File: src/rtl/booth_seq_mul.sv
`default_nettype none
// ---------------------------------------------------------------------------
// booth_seq_mul: iterative radix-4 Booth multiplier, one digit per clock. Rev 1.0
// ---------------------------------------------------------------------------
module booth_seq_mul #(
  parameter int WIDTH = 32
) (
  input  logic                 clock,
  input  logic                 reset_n,
  input  logic                 start,
  input  logic                 signed_mode,
  input  logic [WIDTH-1:0]     x,
  input  logic [WIDTH-1:0]     y,
  output logic                 busy,
  output logic                 done,
  output logic [2*WIDTH-1:0]   product
);

  localparam int EW = WIDTH + 2;
  localparam int AW = 2 * WIDTH + 4;
  localparam int N  = WIDTH / 2 + 1;
  localparam int CW = $clog2(N + 1);

  typedef enum logic [1:0] {
    S_IDLE = 2'd0,
    S_RUN  = 2'd1,
    S_DONE = 2'd2
  } state_t;

  state_t         state;
  state_t         state_next;
  logic [AW-1:0]  acc;
  logic [AW-1:0]  mcand;
  logic [EW-1:0]  mplier;
  logic           prev_bit;
  logic [CW-1:0]  count;

  logic [EW-1:0]  x_ext;
  logic [EW-1:0]  y_ext;
  logic [AW-1:0]  term;
  logic [AW-1:0]  acc_sum;
  logic [2:0]     digit;
  logic           accept;
  logic           last_digit;

  // Two extra bits make unsigned operands representable as positive signed values.
  assign x_ext      = {{2{signed_mode & x[WIDTH-1]}}, x};
  assign y_ext      = {{2{signed_mode & y[WIDTH-1]}}, y};
  assign digit      = {mplier[1:0], prev_bit};
  assign accept     = start && (state == S_IDLE || state == S_DONE);
  assign last_digit = (count == CW'(N - 1));
  assign acc_sum    = acc + term;

  always_comb begin
    term = '0;
    case (digit)
      3'b001, 3'b010: term = mcand;
      3'b011:         term = {mcand[AW-2:0], 1'b0};
      3'b100:         term = AW'(0) - {mcand[AW-2:0], 1'b0};
      3'b101, 3'b110: term = AW'(0) - mcand;
      default:        term = '0;
    endcase
  end

  always_comb begin
    state_next = state;
    busy       = 1'b0;
    done       = 1'b0;
    case (state)
      S_IDLE: begin
        if (start) state_next = S_RUN;
      end
      S_RUN: begin
        busy = 1'b1;
        if (last_digit) state_next = S_DONE;
      end
      S_DONE: begin
        done       = 1'b1;
        state_next = start ? S_RUN : S_IDLE;
      end
      default: state_next = S_IDLE;
    endcase
  end

  always_ff @(posedge clock or negedge reset_n) begin
    if (!reset_n) state <= S_IDLE;
    else          state <= state_next;
  end

  // Multiplicand shifts up and multiplier shifts down so the digit is always in the low bits.
  always_ff @(posedge clock or negedge reset_n) begin
    if (!reset_n) begin
      acc      <= '0;
      mcand    <= '0;
      mplier   <= '0;
      prev_bit <= 1'b0;
      count    <= '0;
      product  <= '0;
    end else if (accept) begin
      acc      <= '0;
      mcand    <= {{(AW-EW){x_ext[EW-1]}}, x_ext};
      mplier   <= y_ext;
      prev_bit <= 1'b0;
      count    <= '0;
    end else if (state == S_RUN) begin
      acc      <= acc_sum;
      mcand    <= {mcand[AW-3:0], 2'b00};
      mplier   <= {2'b00, mplier[EW-1:2]};
      prev_bit <= mplier[1];
      count    <= count + CW'(1);
      if (last_digit) product <= acc_sum[2*WIDTH-1:0];
    end
  end

endmodule
`default_nettype wire
File: config.mk
export PLATFORM = sky130hd
export DESIGN_NAME = booth_seq_mul
export DESIGN_NICKNAME = d
export VERILOG_FILES = /design/src/rtl/booth_seq_mul.sv
export SDC_FILE = /design/constraint.sdc
export NUM_CORES = 1
export LEC_CHECK = 0
export CELL_PAD_IN_SITES_DETAIL_PLACEMENT = 1
export CELL_PAD_IN_SITES_GLOBAL_PLACEMENT = 1
export CORE_ASPECT_RATIO = 0.5
export CORE_MARGIN = 10
export CORE_UTILIZATION = 53
export DETAILED_ROUTE_END_ITERATION = 6
export DONT_BUFFER_PORTS = 1
export PLACE_DENSITY = 0.9
export SETUP_SLACK_MARGIN = 0.5
export SLEW_MARGIN = 20
export SYNTH_ARGS = -nofsm -noshare
export SYNTH_HDL_FRONTEND = slang
export SYNTH_SLANG_ARGS = --single-unit
File: constraint.sdc
create_clock -name clock -period 12.8 [get_ports clock]
set_clock_uncertainty 0.05 [all_clocks]
set_input_delay 3.2 -clock clock [delete_from_list [all_inputs] [get_ports clock]]
set_output_delay 3.2 -clock clock [all_outputs]
set_load 0.05 [all_outputs]
==> run_results.csv <==
group,metric,value,unit
critical_path,r2r-end,"acc[55]",
run,cap_violations,0,
floorplanning,die-area,38800,sq um
critical_path,path_cells,"or4_4 > or4_2 > nor4_1 > nand3_1 > nor4b_2 > xnor2_1 > nor2_1 > a211o_1 > a31oi_1 > ha_1 > a21o_1 > a21o_1 > o41ai_1 > o21ai_0 > inv_1 > a21oi_1 > or3_1 > a32o_1",
global_route,antenna_found_initial,2,
clocking,cts_resized,0,
drt,drt_iter0_drc,1534,
global_route,grt-ovfl-total,0,
synth,synth_area_leaders,"dfrtp_1 36%, nand2_1 8.5%, o21ai_0 5.2%, ha_1 5.0%, a22oi_1 4.2%",
critical_path,critical_path_class,"flop to flop",
clocking,cts_tree,"built",
critical_path,r2r-start,"mcand[17]",
synth,yosys.area.top_type,"dfrtp_1",
clocking,clkSlewWorstSetupHoldPaths,0.07,ns
clocking,cts_buffers,24,
critical_path,crit_end,"acc[55]",
timing,max_freq,145,MHz
min_path,hold_path_class,"flop to flop",
clocking,clk_path_buf_depth,3,
cells_and_area,multiInputGateArea,9820,sq um
synth,syn_nets,2173,
placement,gp_congestion,0.953,
synth,ys.flop_type,"dfrtp_1",
timing,rsz0062_at_grt,"no",
floorplanning,ios,134,
timing,hold_viol,0,
cells_and_area,drive_above_1_share,6.72,%
drt,drc,0,
critical_path,worst_setup_path_end_kind,"flop",
cells_and_area,ff_latch_area,5830,sq um
synth,synth_edf_count,0,
floorplanning,initial_core_util,54.0,%
synth,syn_inst,2038,
synth,yosysSeqAreaShare,35.5,%
global_route,grt_pass1_wl,89.5,mm
floorplanning,die_h,144,microns
drt,routedWlPerCell,24.2,microns
global_route,grt_use_total,28.6,%
critical_path,cpPeakStageDelay,0.86,ns
cells_and_area,final_common_cell,"nand2_1",
drt,via_per_inst,6.72,
synth,ys_ff_latch,233,
global_route,grt_max_degree,234,
critical_path,worstPathArrival,7.30,ns
timing,period_share,54.0,%
cells_and_area,fin_nets,2051,
cells_and_area,fin_area,17300,sq um
floorplanning,core_area,30400,sq um
synth,syn_area,16400,sq um
critical_path,crit_fanout,10,
floorplanning,die_w,269,microns
clocking,cts_setup_buffers,0,
timing,final.min_clock_period,6.91,ns
drt,dr_total_vias,15691,
synth,async_flop_share,100,%
global_route,grt_pass1_vias,15711,
critical_path,critPathBufInv,1,
placement,dp_slack,6.20,ns
clocking,clk_latency,0.56,ns
critical_path,cp-start-kind,"flop",
clocking,postCtsHoldBufs,0,
clocking,root_buffer,"clkbuf_16",
floorplanning,std_cell_rows,45,
drt,antenna_left,0,
placement,postPlaceCellArea,16400,sq um
timing,fin_tns_setup,0,ns
critical_path,cpMostUsedCell,"a21o_1",
clocking,htreeDepth,1,
critical_path,crit_required,13.19,ns
outcome,outcome,"finished clean",
cells_and_area,areaGrowthSynthToFinish,5.32,%
drt,totalWireLength,56.6,mm
synth,synth_cell_type_count,78,
timing,slew_viol_final,0,
critical_path,crit_start,"mcand[17]",
cells_and_area,fillers,3686,
critical_path,reg2reg_depth,18,
synth,avgSynthCellArea,8.06,sq um
critical_path,rrSetupSlack,5.89,ns
cells_and_area,layout_common_cells,"371 x nand2_1, 232 x dfrtp_1, 171 x o21ai_0",
timing,fin_ws,5.89,ns
critical_path,cpMaxStageDelayCell,"nor4_1",
drt,drt_pre_antenna_iters,5,
timing,worstMarginPinSlew,1.05,ns
critical_path,crit_cells,18,
timing,maxSlewHeadroom,29.9,%
synth,yosysTopAreaCellShare,35.5,%
critical_path,crit_family,"simple AND/OR/NAND/NOR gates",
synth,synth.yosys.warnings,0,
placement,dp_hpwl,38.9,mm
placement,io_buffers,0,
timing,setup_violations,0,
clocking,cts.sinks,233,
cells in the mapped netlist (19+ instances only):
master,instances
nor3_1,27
mux2_2,22
o211ai_1,19
xnor2_1,71
a22o_1,52
clkbuf_1,147
a21o_1,41
dfrtp_1,233
ha_1,66
o21ai_0,171
a22oi_1,91
a21oi_1,124
nand2_1,373
nor2_1,159
xor2_1,51
inv_1,29
a31oi_1,27
or3_1,32
nand4_1,23
nand3_1,33
tightest hold or removal path, stage by stage (launching register included):
cell and delay (ns):
dfrtp_1 0.34, nand2_1 0.05, nand2_1 0.05
sequential cells by signal (all words and copies together), names as in the netlist:
name      flops
state         2
prev_bit      1
count         5
product      64
mcand        64
mplier       33
acc          64
worst min-delay path by stage:
stage	start	cells past startpoint	end	slack [ns]
2_1_floorplan	mplier[12]	2	mplier[12]	0.40
3_3_place_gp	mplier[5]	2	mplier[5]	0.41
3_5_place_dp	mplier[29]	2	mplier[29]	0.42
4_1_cts	mplier[29]	2	mplier[29]	0.44
5_1_grt	mplier[29]	2	mplier[29]	0.47
6_report	mplier[9]	2	mplier[9]	0.43
cell families (layout without fill, tap and decap cells):
kind of cell | Yosys count | after routing | synth area share [%]
mux | 27 | 27 | 1.81
other cells | 0 | 2 | 0
buf+inv | 199 | 95 | 4.84
fa+ha+maj | 67 | 67 | 5.15
xor+xnor | 122 | 122 | 6.51
compound gates | 642 | 642 | 25.6
simple gates | 748 | 748 | 20.6
flops | 233 | 233 | 35.5
final cells by class:
cell class	instances	share of cell area, %
antenna	2	0.0289
timing repair buffer	21	0.912
clock inverter	13	1.01
inverter	30	0.666
clock buffer	31	3.98
multi-input combinational	1606	56.8
sequential	233	33.7
tap	399	2.89
through the flow:
stage               util (%)  std cells  hold WS (ns)
CTS                     56.9       2333         0.437
finish                  56.9       2335         0.431
floorplan                  -       2038         0.396
detailed placement      54.0       2289         0.419
global placement        54.0       2289         0.408
global route            56.9       2335         0.468
per-layer routing:
| metal | vias to the layer above | global-route usage (%) | part of all wire, % |
|---|---|---|---|
| li1 | 7067 | - | - |
| met1 | 7856 | 38.5 | 43 |
| met2 | 639 | 46.2 | 46 |
| met3 | 129 | 5.39 | 7.9 |
| met4 | 0 | 8.35 | 3.1 |
| met5 | - | 0 | 0 |
Power is left out: the tool's default activity adds up to more than one toggle a clock period on the data nets, which glitch-free logic cannot reach.
